===== src/rtl/ef_util_clk_gate_ctrl.sv =====
// Clock-gate enable controller: wakes the gated clock on activity, waits a fixed
// wake-up interval before granting ready, and gates off after a programmable idle time.
module ef_util_clk_gate_ctrl #(
  parameter int TIMEOUT_W   = 16,
  parameter int WAKE_CYCLES = 2,
  parameter int CNT_W       = 16
) (
  input  logic                 clk,
  input  logic                 rst_n,
  input  logic                 auto_en,
  input  logic                 sw_force_on,
  input  logic                 req,
  input  logic                 busy,
  input  logic [TIMEOUT_W-1:0] idle_timeout,
  output logic                 clk_en,
  output logic                 ready,
  output logic [1:0]           state,
  output logic [CNT_W-1:0]     off_count
);

  typedef enum logic [1:0] {
    ST_OFF   = 2'd0,
    ST_WAKE  = 2'd1,
    ST_ON    = 2'd2,
    ST_DRAIN = 2'd3
  } state_e;

  localparam logic [3:0]           WAKE_LOAD = 4'(WAKE_CYCLES - 1);
  localparam logic [CNT_W-1:0]     CNT_MAX   = {CNT_W{1'b1}};
  localparam logic [TIMEOUT_W-1:0] TO_ZERO   = {TIMEOUT_W{1'b0}};
  localparam logic [TIMEOUT_W-1:0] TO_ONE    = {{(TIMEOUT_W-1){1'b0}}, 1'b1};

  state_e                 state_q, state_d;
  logic [3:0]             wake_cnt_q, wake_cnt_d;
  logic [TIMEOUT_W-1:0]   idle_cnt_q, idle_cnt_d;
  logic                   clk_en_q, clk_en_d;
  logic                   ready_q, ready_d;
  logic [CNT_W-1:0]       off_count_q, off_count_d;
  logic                   act;

  // Dropping auto_en counts as activity so the clock is held on while gating is disabled.
  assign act = req | busy | sw_force_on | ~auto_en;

  // Next-state and counter update.
  always_comb begin
    state_d    = state_q;
    wake_cnt_d = wake_cnt_q;
    idle_cnt_d = idle_cnt_q;
    case (state_q)
      ST_OFF: begin
        if (act) begin
          state_d    = ST_WAKE;
          wake_cnt_d = WAKE_LOAD;
        end else begin
          state_d    = ST_OFF;
        end
      end
      ST_WAKE: begin
        // Wake-up always runs to completion, regardless of activity.
        if (wake_cnt_q == 4'd0) begin
          state_d    = ST_ON;
        end else begin
          wake_cnt_d = wake_cnt_q - 4'd1;
        end
      end
      ST_ON: begin
        if (act) begin
          state_d    = ST_ON;
        end else if (idle_timeout != TO_ZERO) begin
          state_d    = ST_DRAIN;
          idle_cnt_d = idle_timeout;
        end else begin
          state_d    = ST_OFF;
        end
      end
      ST_DRAIN: begin
        if (act) begin
          state_d    = ST_ON;
        end else if (idle_cnt_q == TO_ONE) begin
          state_d    = ST_OFF;
        end else begin
          idle_cnt_d = idle_cnt_q - TO_ONE;
        end
      end
      default: begin
        state_d    = ST_OFF;
        wake_cnt_d = 4'd0;
        idle_cnt_d = TO_ZERO;
      end
    endcase
  end

  // Outputs are decoded from the next state so they move together with state.
  always_comb begin
    clk_en_d    = 1'b0;
    ready_d     = 1'b0;
    off_count_d = off_count_q;
    case (state_d)
      ST_OFF:   begin clk_en_d = 1'b0; ready_d = 1'b0; end
      ST_WAKE:  begin clk_en_d = 1'b1; ready_d = 1'b0; end
      ST_ON:    begin clk_en_d = 1'b1; ready_d = 1'b1; end
      ST_DRAIN: begin clk_en_d = 1'b1; ready_d = 1'b1; end
      default:  begin clk_en_d = 1'b0; ready_d = 1'b0; end
    endcase
    if ((state_d == ST_OFF) && (state_q != ST_OFF) && (off_count_q != CNT_MAX)) begin
      off_count_d = off_count_q + {{(CNT_W-1){1'b0}}, 1'b1};
    end else begin
      off_count_d = off_count_q;
    end
  end

  // State, counter and output registers.
  always_ff @(posedge clk or negedge rst_n) begin
    if (!rst_n) begin
      state_q     <= ST_OFF;
      wake_cnt_q  <= 4'd0;
      idle_cnt_q  <= TO_ZERO;
      clk_en_q    <= 1'b0;
      ready_q     <= 1'b0;
      off_count_q <= {CNT_W{1'b0}};
    end else begin
      state_q     <= state_d;
      wake_cnt_q  <= wake_cnt_d;
      idle_cnt_q  <= idle_cnt_d;
      clk_en_q    <= clk_en_d;
      ready_q     <= ready_d;
      off_count_q <= off_count_d;
    end
  end

  assign clk_en    = clk_en_q;
  assign ready     = ready_q;
  assign state     = state_q;
  assign off_count = off_count_q;

endmodule


===== config.mk =====
export PLATFORM = sky130hd
export DESIGN_NAME = ef_util_clk_gate_ctrl
export DESIGN_NICKNAME = d
export VERILOG_FILES = /design/src/rtl/ef_util_clk_gate_ctrl.sv
export SDC_FILE = /design/constraint.sdc
export NUM_CORES = 1
export LEC_CHECK = 0
export ABC_CLOCK_PERIOD_IN_PS = 3060
export CAP_MARGIN = 5
export CORE_MARGIN = 10
export CORE_UTILIZATION = 30
export DETAILED_ROUTE_END_ITERATION = 10
export PLACE_DENSITY = 0.63
export REMOVE_ABC_BUFFERS = 1
export SLEW_MARGIN = 20
export SYNTH_ARGS = -nofsm -noshare
export SYNTH_HDL_FRONTEND = slang
export SYNTH_SLANG_ARGS = --single-unit

===== constraint.sdc =====
create_clock -name clk -period 3.06 [get_ports clk]
set_input_delay 0.612 -clock clk [delete_from_list [all_inputs] [get_ports clk]]
set_output_delay 0.612 -clock clk [all_outputs]
set_load 0.03 [all_outputs]

# Word-level counts from Yosys, hierarchy flattened
# Cells that the tools add are included.
[totals] memories=0 mem_bits_rw=0 romBits=0 reg_bits=40 latchBits=0
[classes] addsub=3 mul=0 n_shift=0 div_mod_pow=0 n_reduce_logical=14 mux=17 order_cmp=0 bitwise=4 eq_ne=14
[ops] op="$mux 16" n=4
[ops] op="$pmux 16 s2" n=1
[ops] op="$add 16x1->16 const B" n=1
[ops] op="$eq 16x1->1 const B" n=1
[ops] op="$ne 16x16->1 const B" n=1
[ops] op="$reduce_bool 16->1" n=1
[ops] op="$sub 16x1->16 const B" n=1
[ops] op="$ne 2x2->1 const B" n=6
[ops] op="$mux 2" n=5
[ops] op="$eq 2x2->1 const B" n=4
[ops] op="$mux 4" n=2
[ops] op="$pmux 2 s4" n=1
[ops] op="$pmux 4 s2" n=1
[ops] op="$reduce_bool 2->1" n=3
[ops] op="$reduce_and 5->1" n=1
[ops] op="$eq 2x1->1 const B" n=2
[ops] op="$logic_not 2->1" n=2
[ops] op="$logic_not 4->1" n=1
[ops] op="$pmux 1 s2" n=2
[ops] op="$reduce_or 2->1" n=2
[ops] op="$sub 4x1->4 const B" n=1
[ops] op="$or 1x1->1" n=3
[ops] op="$reduce_and 3->1" n=1
[ops] op="$reduce_or 3->1" n=1
[ops] op="other kinds (3)" n=4

# Longest topological paths before layout
[depth] depth_word=8 mapped_depth=8 ltp_nobuf=7

# Worst setup path before layout
# OpenSTA, ideal clock, no wires.
[synth_path] path_kind="input-to-reg" start="in busy" end="reg idle_cnt_q[5]" t_arrival_ns=1.820 setup_slack_ns=1.119 required_time_ns=2.939 cell_stages=5 n_path_buf=1 setup_ns=0.121 cell_sequence="or4b_1 nor2_1 a32oi_2 buf_6 o22a_1"
[synth_via] elab_chain_cells=5 word_cells_on_any_way=6 classes_between="eq/ne: 2; bitwise: 3; reduce/logical: 1"
[synth_lines] item="start: declaration" line="13" text="input logic busy,"
[synth_lines] item="$or 1x1->1 (*) (3 in series)" line="42" text="assign act = req | busy | sw_force_on | ~auto_en;"
[synth_lines] item="$ne 2x2->1 (no line)"
[synth_lines] item="$reduce_and 5->1 (no line) (*)"
[synth_lines] item="end signal: assignment" line="124" text="idle_cnt_q <= idle_cnt_d;"
[synth_lines] item="end: declaration" line="35" text="logic [TIMEOUT_W-1:0] idle_cnt_q, idle_cnt_d;"
# Every way passes the cells marked *; elsewhere a longest branch is shown, timed or not.
# A chain may end at the register's enable or synchronous reset.

# Final worst setup path
[layout_path] start="in idle_timeout[3]" end="reg off_count_q[1], in the netlist off_count[1]"
[layout_via] elab_chain_cells=7
[layout_lines] item="start: declaration" line="14" text="input logic [TIMEOUT_W-1:0] idle_timeout,"
[layout_lines] item="$reduce_bool 16->1" line="69" text="end else if (idle_timeout != TO_ZERO) begin"
[layout_lines] item="$mux 2" line="69"
[layout_lines] item="$mux 2" line="67" text="if (act) begin"
[layout_lines] item="$pmux 2 s4" line="49" text="case (state_q)"
[layout_lines] item="$logic_not 2->1" line="105" text="if ((state_d == ST_OFF) && (state_q != ST_OFF) && (off_count_q != CNT_MAX)) begin"
[layout_lines] item="$logic_and 1x1->1 (2 in series)" line="105"
[layout_lines] item="end signal: assignment" line="120" text="off_count_q <= {CNT_W{1'b0}};"
[layout_lines] item="end signal: assignment" line="127" text="off_count_q <= off_count_d;"
[layout_lines] item="end: declaration" line="38" text="logic [CNT_W-1:0] off_count_q, off_count_d;"
# No other way between the ends.

==> out/qor.csv <==
metric,value,unit
status,finished clean,
ys_seq_area_share,41.9,%
cp-start-kind,primary input,
met1_length,2.84,mm
finalClockSkew,0.00881,ns
cts_buffer_depth,2,
cts_sinks,39,
yosysWarnings,0,
syn-instance-count,245,
diodes,0,
layout-drive-gt1-share,9.41,%
cap_viol_max_count,0,
wl_met3,488,um
cts_hold_buf,0,
rsz0062_at_grt,false,
drv_slew,0,
grt_pass1_vias,2026,
ys_types,50,
drt_pre_antenna_iters,4,
regArea,976,sq um
grt_overflow,0,
dpl.hpwl,4.38,mm
required,3.24,ns
root_buffer,clkbuf_8,
hold_viol,0,
port_buffers,41,
async_flop_share,100,%
synth_edf_count,0,
vias_per_cell,5.41,
cts-htree-levels,2,
grt_start_max_net_pins,40,
ys.flop_type,dfrtp_1,
synth_area_per_cell,9.51,sq um
grt.total_usage,10.6,%
fillers,760,
fin_ws,0.410,ns
slew_headroom,39.7,%
ant_nets,0,
core,7650,sq um
tns,0,ns
cts_setup_buffers,0,
netlist_area,2330,sq um
dieArea,11700,sq um
final_net_count,313,
p_leak,1.14,nW
post-route-period-util,86.6,%
antenna_found_initial,0,
cts_resized,0,
cts_made_buffers,5,
synthToLayoutAreaGrowth,27.6,%
grt_pass1_wl,10.1,mm
ir_worst_vdd,178,uV
criticalPathCategory,primary input to flip-flop,
wire_per_inst,15.7,um
initial_core_util,30.5,%
ys_seq_elements,39,
setup_viol,0,
fin_crit,2.65,ns
die-width,108,um
end_kind,flip-flop,
power_density,467,nW/um^2
multiInputGateArea,1260,sq um
pre_cts_ws,0.0834,ns
die_y,108,um
met2_length,2.71,mm
cp.arrival,2.83,ns
gp_congestion,0.830,
insertion_delay,0.30,ns
worst_slew_pin_slew,0.905,ns
drt-initial-drc-count,115,
fmax,377,MHz
top_layer,met4,
tritoncts,yes,
rows,32,
min_path_type,primary input to async pin,
num_vias,2104,
io-pin-count,42,
clkTransAtPathRegs,0.08,ns
drc,0,
wl,6.11,mm
critPathMaxFanout,11,
[synthesized netlist by cell type (2+ instances only)]
master | number | area share (%)
a21oi_1 | 17 | 3.6
a22o_1 | 3 | 1.1
a22oi_1 | 2 | 0.64
a2bb2oi_1 | 2 | 0.75
a31oi_1 | 6 | 1.6
and2_1 | 2 | 0.54
and3_1 | 7 | 1.9
and4_1 | 2 | 0.75
buf_2 | 3 | 0.64
buf_4 | 2 | 0.64
buf_6 | 2 | 0.97
clkbuf_1 | 4 | 0.64
dfrtp_1 | 39 | 42
ha_1 | 5 | 2.7
inv_1 | 7 | 1.1
mux2_4 | 2 | 1.3
nand2_1 | 14 | 2.3
nand2b_1 | 3 | 0.81
nand3_1 | 15 | 3.2
nand4_1 | 11 | 3.0
nand4_2 | 2 | 1.1
nor2_1 | 20 | 3.2
nor2b_1 | 2 | 0.54
nor3_1 | 6 | 1.3
nor3b_1 | 2 | 0.64
nor4_1 | 7 | 1.9
o21ai_0 | 16 | 3.4
o22a_1 | 3 | 1.1
o22ai_1 | 4 | 1.1
or3_1 | 2 | 0.54
xnor2_1 | 14 | 5.3
[flip-flops by register name, indices dropped and copies added, names as in the netlist]
register,count
idle_cnt_q,16
wake_cnt_q,4
state,1
clk_en,1
off_count,16
ready,1
[stage by stage]
stage	power, mW	hold WS [ns]	cell area (sq um)	util [%]	instances
floorplan	0.779	0.316	2260	-	234
finish	1.39	0.439	2980	38.9	389
global route	1.46	0.499	2980	38.9	389
detailed placement	0.879	0.487	2840	37.1	381
global placement	0.870	0.482	2840	37.1	381
CTS	1.40	0.465	2980	38.9	389
[per-layer routing]
metal / vias up / track usage [%]
met5: - / 0
met4: 0 / 3.15
met3: 8 / 4.64
met2: 54 / 15.6
met1: 1045 / 13.8
li1: 997 / -
[power by group]
group          internal (mW)  leakage [nW]  switching, mW
sequential             0.572         0.489         0.0853
clock                  0.325        0.0644          0.194
combinational          0.104         0.590          0.109
[path summary, 6_finish.rpt]
path,end,slack [ns],depth (start not counted),startpoint
worst max register to register,idle_cnt_q[12],0.82,6,state[0]
min in group clk,off_count[10],0.50,1,off_count[10]
worst max-delay path,off_count[1],0.41,6,idle_timeout[3]
worst min-delay path,idle_cnt_q[6],0.44,1,rst_n
worst min register to register,off_count[10],0.50,1,off_count[10]
max in group asynchronous,off_count[4],2.06,1,rst_n
[critical path, stage by stage]
cell	delay, ns
clkdlybuf4s50_1	0.44
nor4_1	0.47
nand4_1	0.39
a22oi_4	0.44
nand3_2	0.15
mux2_4	0.32
[cell usage in the layout (no fill, tap or decap), types with 4 or more instances in the layout]
cell | netlist | final
a31oi_1 | 6 | 6
clkbuf_8 | 0 | 5
nor4_1 | 7 | 7
dfrtp_1 | 39 | 39
inv_1 | 7 | 7
nor3_1 | 6 | 6
nand4_1 | 11 | 11
o22ai_1 | 4 | 4
ha_1 | 5 | 5
a21oi_1 | 17 | 17
clkdlybuf4s50_1 | 0 | 40
and3_1 | 7 | 7
nand3_1 | 15 | 15
o21ai_0 | 16 | 16
nor2_1 | 20 | 20
nand2_1 | 14 | 14
xnor2_1 | 14 | 14
[logic make-up after synthesis]
logic type | share of synthesized area [%]
AOI/OAI and AO/OA | 17.9
xor gates and xnor gates | 5.26
adders and majority gates | 2.68
buffers and inverters | 4.03
DFF | 41.9
muxes | 1.77
and+or+nand+nor | 26.5
[cell type report]
| class | instances | share of cell area, % |
|---|---|---|
| Clock inverter | 3 | 2.27 |
| Tap cell | 102 | 4.29 |
| Clock buffer | 5 | 2.31 |
| Multi-Input combinational cell | 188 | 42.4 |
| Sequential cell | 39 | 32.8 |
| Timing Repair Buffer | 45 | 15.1 |
| Inverter | 7 | 0.883 |
(Power assumes the default switching activity.)
